==> config.mk <==
export PLATFORM = sky130hd
export DESIGN_NAME = sync_ram_init
export DESIGN_NICKNAME = d
export VERILOG_FILES = /design/src/rtl/sync_ram_init.sv
export SDC_FILE = /design/constraint.sdc
export NUM_CORES = 1
export LEC_CHECK = 0
export BUFFER_PORTS_ARGS = -buffer_cell sky130_fd_sc_hd__buf_4
export CAP_MARGIN = 20
export CORE_ASPECT_RATIO = 0.7
export CORE_UTILIZATION = 40
export DETAILED_ROUTE_END_ITERATION = 12
export GPL_ROUTABILITY_DRIVEN = 1
export HOLD_SLACK_MARGIN = 0.1
export SLEW_MARGIN = 20
export SYNTH_ARGS = -nofsm -noshare
export SYNTH_HDL_FRONTEND = slang
export SYNTH_SLANG_ARGS = --single-unit
export TNS_END_PERCENT = 100
==> constraint.sdc <==
create_clock -name clk_2 -period 3.85 [get_ports clk_2]
set_input_delay 0.1925 -clock clk_2 [delete_from_list [all_inputs] [get_ports clk_2]]
set_output_delay 0.1925 -clock clk_2 [all_outputs]
set_load 0.01 [all_outputs]
==> src/rtl/sync_ram_init.sv <==
// Single-clock RAM with a registered, write-first read port and a hardware
// initialisation sweep that loads INIT_VALUE into every word after reset or clr.
module sync_ram_init #(
  parameter int unsigned            ADDR_WIDTH = 4,
  parameter int unsigned            DATA_WIDTH = 8,
  parameter logic [DATA_WIDTH-1:0]  INIT_VALUE = '0
) (
  input  logic                  clk_2,
  input  logic                  reset,
  input  logic                  clr,
  input  logic                  wr_en,
  input  logic [ADDR_WIDTH-1:0] wr_addr,
  input  logic [DATA_WIDTH-1:0] wr_data,
  input  logic                  rd_en,
  input  logic [ADDR_WIDTH-1:0] rd_addr,
  output logic [DATA_WIDTH-1:0] rd_data,
  output logic                  rd_valid,
  output logic                  busy,
  output logic                  req_drop
);

  localparam int unsigned           DEPTH     = 2 ** ADDR_WIDTH;
  localparam logic [ADDR_WIDTH-1:0] LAST_ADDR = '1;

  typedef enum logic {INIT, READY} state_t;

  state_t                  state_q, state_d;
  logic [ADDR_WIDTH-1:0]   sweep_q, sweep_d;
  logic [DATA_WIDTH-1:0]   rd_data_q, rd_data_d;
  logic                    rd_valid_q, rd_valid_d;
  logic                    req_drop_q, req_drop_d;

  logic [DATA_WIDTH-1:0]   mem [DEPTH];

  logic                    mem_we;
  logic [ADDR_WIDTH-1:0]   mem_waddr;
  logic [DATA_WIDTH-1:0]   mem_wdata;

  always_comb begin
    state_d    = state_q;
    sweep_d    = sweep_q;
    rd_data_d  = rd_data_q;
    rd_valid_d = 1'b0;
    req_drop_d = 1'b0;
    mem_we     = 1'b0;
    mem_waddr  = wr_addr;
    mem_wdata  = wr_data;

    unique case (state_q)
      INIT: begin
        req_drop_d = wr_en | rd_en;
        if (clr) begin
          sweep_d = '0;
        end else begin
          // The sweep owns the single write port while initialising.
          mem_we    = 1'b1;
          mem_waddr = sweep_q;
          mem_wdata = INIT_VALUE;
          if (sweep_q == LAST_ADDR) begin
            state_d = READY;
          end else begin
            sweep_d = sweep_q + 1'b1;
          end
        end
      end

      READY: begin
        if (clr) begin
          state_d    = INIT;
          sweep_d    = '0;
          req_drop_d = wr_en | rd_en;
        end else begin
          mem_we = wr_en;
          if (rd_en) begin
            rd_valid_d = 1'b1;
            rd_data_d  = (wr_en && (rd_addr == wr_addr)) ? wr_data : mem[rd_addr];
          end
        end
      end

      default: state_d = INIT;
    endcase
  end

  always_ff @(posedge clk_2) begin
    if (reset) begin
      state_q    <= INIT;
      sweep_q    <= '0;
      rd_data_q  <= '0;
      rd_valid_q <= 1'b0;
      req_drop_q <= 1'b0;
    end else begin
      state_q    <= state_d;
      sweep_q    <= sweep_d;
      rd_data_q  <= rd_data_d;
      rd_valid_q <= rd_valid_d;
      req_drop_q <= req_drop_d;
    end
  end

  always_ff @(posedge clk_2) begin
    if (!reset && mem_we) begin
      mem[mem_waddr] <= mem_wdata;
    end
  end

  assign rd_data  = rd_data_q;
  assign rd_valid = rd_valid_q;
  assign req_drop = req_drop_q;
  assign busy     = (state_q == INIT);

endmodule

# After elaboration in Yosys (flattened, before gate mapping)
# Memories as Yosys holds them, arrays and structs flattened. A register that Yosys moved wholly into a read port is not among the register bits.
# Cells that the tools add are included.
[word_totals]
input_bits = 21
mem_bits_ro = 0
mem_bits_rw = 128
ff_bits = 7
output_inout_bits = 11
n_memories = 1
word_cells = 36
latchBits = 0
[mem_list]
columns = ["name", "words", "width", "rd", "rd_clocked_by_memory_dff", "wr", "line", "text"]
rows = [
  ["mem", 16, 8, 1, 1, 1, "33", "logic [DATA_WIDTH-1:0] mem [DEPTH];"],
]
[classes]
reduce_logical = 5
bitwise_logic = 3
addsub = 1
n_lt_le_gt_ge = 0
eq_ne = 3
mul = 0
div_mod_pow = 0
n_shift = 0
n_mux = 19
[ops]
columns = ["cell", "count"]
rows = [
  ["two-way mux 4 bit", 5],
  ["two-way mux 8 bit", 2],
  ["two-way mux 1 bit", 8],
  ["one-hot mux 4 bit (2 select lines)", 1],
  ["one-hot mux 1 bit (2 select lines)", 3],
  ["adder 4 x 1 -> 4 bit, second input constant", 1],
  ["equality test 4 bit, second input constant", 1],
  ["inequality test 3 bit, second input constant", 1],
  ["AND reduction 3 bit", 1],
  ["OR reduction 3 bit", 1],
  ["inequality test 2 bit, second input constant", 1],
  ["NOT 1 bit", 2],
  ["AND reduction 2 bit", 1],
  ["logical AND 1 bit", 1],
  ["zero test 1 bit", 1],
  ["OR 1 bit", 1],
]

# Depth between registers and ports, before layout
# Gate-level depths: netlist of run 1.
[logic_depth]
word_depth = 5
depth_mapped = 8
depth_no_buf = 6

# Worst setup path after synthesis of run 1
# No wires, ideal clock.
[synth_timing]
path_kind = "flip-flop to flip-flop"
from = "register state_q"
to = "register rd_data_q[1] (netlist: rd_data[1]) (read register of mem)"
period_less_slack_ps = 2098
path_buffers = 3
stages_incl_launch_ff = 9
slack_ps = 1752
t_required_ps = 3771
setup_time_ps = 79
arrival_time_ps = 2019
path_cell_list = "dfxtp_1 -> buf_6 -> or2_1 -> buf_6 -> o32ai_4 -> o2111ai_2 -> or4_4 -> buf_6 -> o221ai_2"
[synth_between]
elab_chain_cells = 1
[synth_rtl]
columns = ["element", "line", "text"]
rows = [
  ["start: declaration", "27", "state_t state_q, state_d;"],
  ["start signal: assignment", "93", "state_q <= state_d;"],
  ["AND reduction 3 bit (no line)", "n/a", ""],
  ["end: declaration", "29", "logic [DATA_WIDTH-1:0] rd_data_q, rd_data_d;"],
]
# No other way between the ends.
# A chain may end at the register's enable or synchronous reset.

# Final worst setup path of run 1
[layout_timing]
from = "register state_q"
to = "memory mem[3][7] (enable)"
[layout_between]
elab_chain_cells = 5
elab_cells_between_ends = 6
classes_between = "4 x mux; 1 x bitwise; 1 x reduce/logical"
[layout_rtl]
columns = ["element", "line", "text"]
rows = [
  ["NOT 1 bit (no line)", "n/a", ""],
  ["one-hot mux 1 bit (2 select lines)", "49", "unique case (state_q)"],
  ["logical AND 1 bit", "102", "if (!reset && mem_we) begin"],
  ["two-way mux 1 bit", "102", ""],
  ["two-way mux 1 bit (not written as such)", "103", "mem[mem_waddr] <= mem_wdata;"],
  ["end: declaration", "33", ""],
]
# Several ways; a longest one is shown, not always the timed one.

==> impl_metrics.yaml, run 1 <==
place:
  placed_cell_area_um2: 6310
  gp_routability_congestion: 0.798
  hpwl_mm: 8.81
  numPortBuffers: 31
  pre_cts_ws_ns: 1.29
sta:
  rsz0062_at_grt: "no"
  max_freq_mhz: 391
  setup_viol: 0
  min_period_over_period: 0.664
  tns_ns: 0
  post-route-min-period_ns: 2.56
  setup_slack_ns: 1.29
  hold_viol: 0
  fin_hold_ws_ns: 0.111
  drv_slew: 0
  tightest_slew_ns: 0.857
  slew_headroom: 0.426
  skew_ns: 0.0229
finish:
  ff_latch_area_um2: 4140
  most-common-layout-cells: "edfxtp_1 (128), buf_4 (31), nor2_1 (27), mux2i_1 (25), nand2_1 (21)"
  antenna_cells: 0
  drive_gt1_frac: 0.219
  syn2layout_area_growth_pct: 16.2
  final_area_um2: 6910
  nets: 430
  final_common_cell: "edfxtp_1"
  multi_input_area_um2: 1640
  final_util: 0.487
  fillers: 1203
power:
  comb_power_share: 0.056
  p_clk_frac: 0.454
  p_leak_nw: 2.34
  seqPwrFrac: 0.490
  swShare: 0.227
  power.density_nw_per_um2: 503
  vdd_drop_max_mv: 0.416
  power.switching_mw: 0.788
  p_int_mw: 2.69
routing:
  drcViolationCount: 0
  wl_per_cell_um: 21.3
  via_per_inst: 5.43
  wl_mm: 13.0
  num_vias: 3317
  drtIter0Drc: 255
  dr.pass1.iters: 4
  ant_nets: 0
die:
  die_h_um: 104
  io_pins: 32
  die_x_um: 148
  core_um2: 14200
  start_util: 0.419
  die-area_um2: 15400
  rows: 36
worst_setup_path:
  ff2ff_setup_slack_ns: 1.29
  end_kind: "register"
  setup.worst_path.start_class: "register"
  crit_chain: "or2_1 > and3_1 > a31oi_1 > nor2_1"
  arrival_ns: 2.59
  cpPeakStageDelay_ns: 0.72
  rr_worst_depth: 4
  path_max_fanout: 19
  cp.required_ns: 3.89
  cp_slowest_cell: "nor2_1"
  critPathKind: "reg2reg"
clocking:
  root_buffer: "clkbuf_16"
  clock_path_buffers: 2
  h-tree-depth: 4
  clkSinkCount: 143
  postCtsResizedCells: 0
  tritoncts: "built"
  path_clk_slew_ns: 0.07
  clk_latency_ns: 0.42
  cts_made_buffers: 17
synth:
  yosysSeqAreaShare: 0.697
  avgSynthCellArea_um2: 15.8
  syn_area_um2: 5940
  syn-instance-count: 377
  ys_warn_count: 0
  ys_seq_elements: 143
  synth_cell_types: 38
  syn_nets: 399
global_route:
  grt_pass1_wl_mm: 20.1
  grt_pass1_vias: 3303
  grt_max_degree: 58
  antenna_found_initial: 0
  grtUsageTotal: 0.182
  grt.overflow.total: 0
worst_hold_path:
  hp-class: "in2reg"
  hold_depth: 3
job:
  maxCapViolCount: 0
outcome:
  status: "finished, final reports clean"
[critical path: cells and delay by family, from the launching register on]
family,cells,cell delay [ns]
compound gates,1,0.09
flops,1,0.47
simple gates,3,1.62
[routing by layer]
layer / global-route usage / vias up / part of all wire
met5: 0 / - / 0
met4: 0.0508 / 0 / 0.0072
met3: 0.0592 / 9 / 0.092
met2: 0.259 / 111 / 0.44
met1: 0.266 / 1664 / 0.46
li1: - / 1533 / -
[flip-flops by register name (all words and copies together), names as in the netlist]
register  cells
mem         128
rd_data       8
rd_valid      1
req_drop      1
state_q       1
sweep_q       4
[power by group through the flow]
stage	sequential, mW	combinational, mW	clock [mW]
after floorplan	1.74	0.121	0
after global placement	1.74	0.188	0
after detailed placement	1.74	0.192	0
after CTS	1.70	0.194	1.60
after global routing	1.70	0.210	1.67
final	1.70	0.194	1.58
[worst paths after layout]
| path | from | endpoint |
|---|---|---|
| setup / recovery | state_q | mem[3][7] |
| hold / removal | wr_data[6] | rd_data[6] |
| setup reg to reg | state_q | mem[3][7] |
| hold reg to reg | rd_data[6] | rd_data[6] |
[Yosys cell counts]
library cell | n | area, um2
nor2b_1 | 15 | 93.8
nor4_1 | 1 | 6.26
nand3b_1 | 1 | 7.51
or2_1 | 1 | 6.26
nor3_1 | 5 | 25.0
or4bb_1 | 1 | 11.3
buf_1 | 8 | 30.0
nand2b_1 | 1 | 6.26
or2_2 | 2 | 12.5
a22oi_1 | 8 | 60.1
mux4_2 | 16 | 360
a21oi_1 | 13 | 65.1
o21ai_0 | 5 | 25.0
nor2_1 | 27 | 101
edfxtp_1 | 128 | 3840
buf_6 | 3 | 33.8
xor2_1 | 3 | 26.3
dfxtp_1 | 15 | 300
a22o_1 | 8 | 70.1
a31oi_1 | 13 | 81.3
o32ai_4 | 1 | 27.5
o22a_1 | 1 | 8.76
inv_1 | 13 | 48.8
nand4_1 | 1 | 6.26
a211oi_1 | 8 | 60.1
xnor2_1 | 2 | 17.5
nand3_1 | 1 | 5.00
and3_1 | 1 | 6.26
o31ai_4 | 1 | 21.3
nand2_1 | 21 | 78.8
buf_2 | 2 | 10.0
ha_1 | 1 | 12.5
clkbuf_1 | 9 | 33.8
mux2i_1 | 25 | 250
o221ai_2 | 8 | 120
o2111ai_2 | 1 | 15.0
or4_4 | 1 | 11.3
nor3b_1 | 6 | 45.0
[per-stage QoR]
stage | power [mW] | cells
after floorplan | 1.86 | 377
after global placement | 1.93 | 576
after detailed placement | 1.93 | 576
after CTS | 3.50 | 611
after global routing | 3.58 | 611
final | 3.48 | 611
[cell families (layout without fill, tap and decap cells)]
kind of cell,after synthesis,count (layout),share of synthesized area
multiplexers,41,41,0.103
XOR/XNOR,5,5,0.00737
buffers and inverters,35,79,0.0263
AND/OR/NAND/NOR,85,85,0.0711
flip-flops,143,143,0.697
adder cells (fa/ha/maj),1,1,0.00210
AO/OA/AOI/OAI,67,67,0.0932
[layout make-up]
class | count | share of cell area
Sequential cell | 143 | 0.600
Multi-Input combinational cell | 199 | 0.238
Clock buffer | 19 | 0.0641
Timing Repair Buffer | 34 | 0.0380
Tap cell | 190 | 0.0344
Clock inverter | 13 | 0.0187
Inverter | 13 | 0.00706
[timing repair]
action,4_1_cts,5_1_grt
setup buffers,0,0
hold buffers,3,0
endpoints found under the hold margin,2,0
Power figures use the tool's default switching activity.
==> run 2: changes to the inputs <==
- clock period: 3.85 -> 2.25 ns (I/O delays scaled with it)
==> impl_metrics.yaml, run 2 (synthesis gave the netlist of run 1 again) <==
outcome:
  status: "finished, final reports clean"
routing:
  drcViolationCount: 0
  drtIter0Drc: 239
  wl_per_cell_um: 21.0
  wl_mm: 13.3
  ant_nets: 0
  num_vias: 3436
  via_per_inst: 5.44
  dr.pass1.iters: 4
sta:
  hold_viol: 0
  post-route-min-period_ns: 2.18
  rsz0062_at_grt: "yes"
  max_freq_mhz: 459
  drv_slew: 0
  min_period_over_period: 0.968
  slew_headroom: 0.416
  skew_ns: 0.0101
  tightest_slew_ns: 0.873
  fin_hold_ws_ns: 0.155
  setup_viol: 0
worst_setup_path:
  arrival_ns: 2.22
  critPathKind: "reg2reg"
  cp.required_ns: 2.29
  r2r-end: "mem[4][5]"
  setup.worst_path.start_class: "register"
  reg2reg_from: "state_q"
  end_kind: "register"
  rr_worst_depth: 5
  path_max_fanout: 8
  ff2ff_setup_slack_ns: 0.07
clocking:
  cts_made_buffers: 17
  root_buffer: "clkbuf_16"
  clock_path_buffers: 2
  path_clk_slew_ns: 0.06
  cts_setup_buffers: 0
  h-tree-depth: 4
  tritoncts: "built"
  clkSinkCount: 143
  clk_latency_ns: 0.42
finish:
  syn2layout_area_growth_pct: 19.8
  most-common-layout-cells: "edfxtp_1 (128), buf_4 (44), mux2i_1 (25), nor2_1 (24), nand2_1 (21)"
  nets: 451
  antenna_cells: 0
  regMostFlops: "mem"
  drive_gt1_frac: 0.244
  final_cell_count_no_fill: 632
  largest_reg_flops: 128
  final_common_cell: "edfxtp_1"
die:
  die_h_um: 104
  core_um2: 14200
  start_util: 0.419
  die_x_um: 148
  die-area_um2: 15400
  io_pins: 32
  rows: 36
power:
  vdd_drop_max_mv: 0.582
  power.density_nw_per_um2: 861
  p_leak_nw: 2.45
global_route:
  grt_max_degree: 28
  grtUsageTotal: 0.186
  grt.overflow.total: 0
  grt_pass1_vias: 3406
  antenna_found_initial: 0
  grt_pass1_wl_mm: 20.4
worst_hold_path:
  whs_endpoint: "sweep_q[1]"
  hp-class: "in2reg"
  hp-start: "clr"
  hold_depth: 4
place:
  numPortBuffers: 31
  hpwl_mm: 8.97
  gp_routability_congestion: 0.804
  dp.cells: 589
job:
  maxCapViolCount: 0
==> run 2: cell count changes in the layout (fill, tap and decap cells not counted), sizes merged <==
cell | before | now
dlygate4sd3 | 3 | 11
clkinvlp | 5 | 4
buf | 31 | 44
inv | 19 | 15
bufinv | 1 | 3
clkinv | 1 | 4
==> run 2: where the power goes <==
part	switching, mW	leakage (nW)	internal (mW)
logic	0.221	0.878	0.138
clock network	1.10	0.280	1.75
registers	0.00749	1.30	2.91
==> run 2: what timing repair did <==
action | in CTS | in global routing
gates resized for setup | 0 | 4
hold endpoints to repair | 10 | 0
setup endpoints to repair | 0 | 122
hold buffers | 11 | 0
==> run 2: worst max-delay path, stage by stage, from the launching register on <==
cell and delay (ns):
dfxtp_1 0.38, nor2_1 0.12, buf_4 0.18, nor3b_1 0.17
o21ai_0 0.22, nor2_1 0.74
==> run 2: metrics by stage <==
step	setup TNS (ns)	utilization	power, mW	setup WS, ns	instance area, um2
6_report	0	0.502	6.13	0.0720	7120
2_1_floorplan	0	-	3.18	0.152	5940
4_1_cts	0	0.501	6.17	0.0470	7110
3_3_place_gp	0	0.451	3.31	0.0808	6400
5_1_grt	-3.00	0.502	6.30	-0.103	7120
3_5_place_dp	0	0.451	3.31	0.0313	6400
==> run 2: worst max-delay path by stage <==
stage | slack, ns | from | cells after the start | to
final | 0.07 | state_q | 5 | mem[4][5]
after global routing | -0.10 | state_q | 5 | mem[4][0]
after CTS | 0.05 | state_q | 4 | mem[6][5]
after detailed placement | 0.03 | clr | 5 | mem[7][4]
after global placement | 0.08 | clr | 5 | mem[6][4]
after floorplan | 0.15 | state_q | 8 | rd_data[1]
==> run 2: layout make-up <==
type | instances | area [um2]
clock buffer | 19 | 433
clock inverter | 13 | 165
fill | 1204 | 7070
inverter | 13 | 48.8
multi-input combinational | 199 | 1650
sequential | 143 | 4140
tap | 190 | 238
timing repair buffer | 55 | 440
==> run 2: layer usage <==
metal,track usage,routed length (um),part of all wire
met2,0.254,5730,0.43
met3,0.0377,690,0.052
met5,0,0,0
met1,0.288,6690,0.50
met4,0.0685,162,0.012
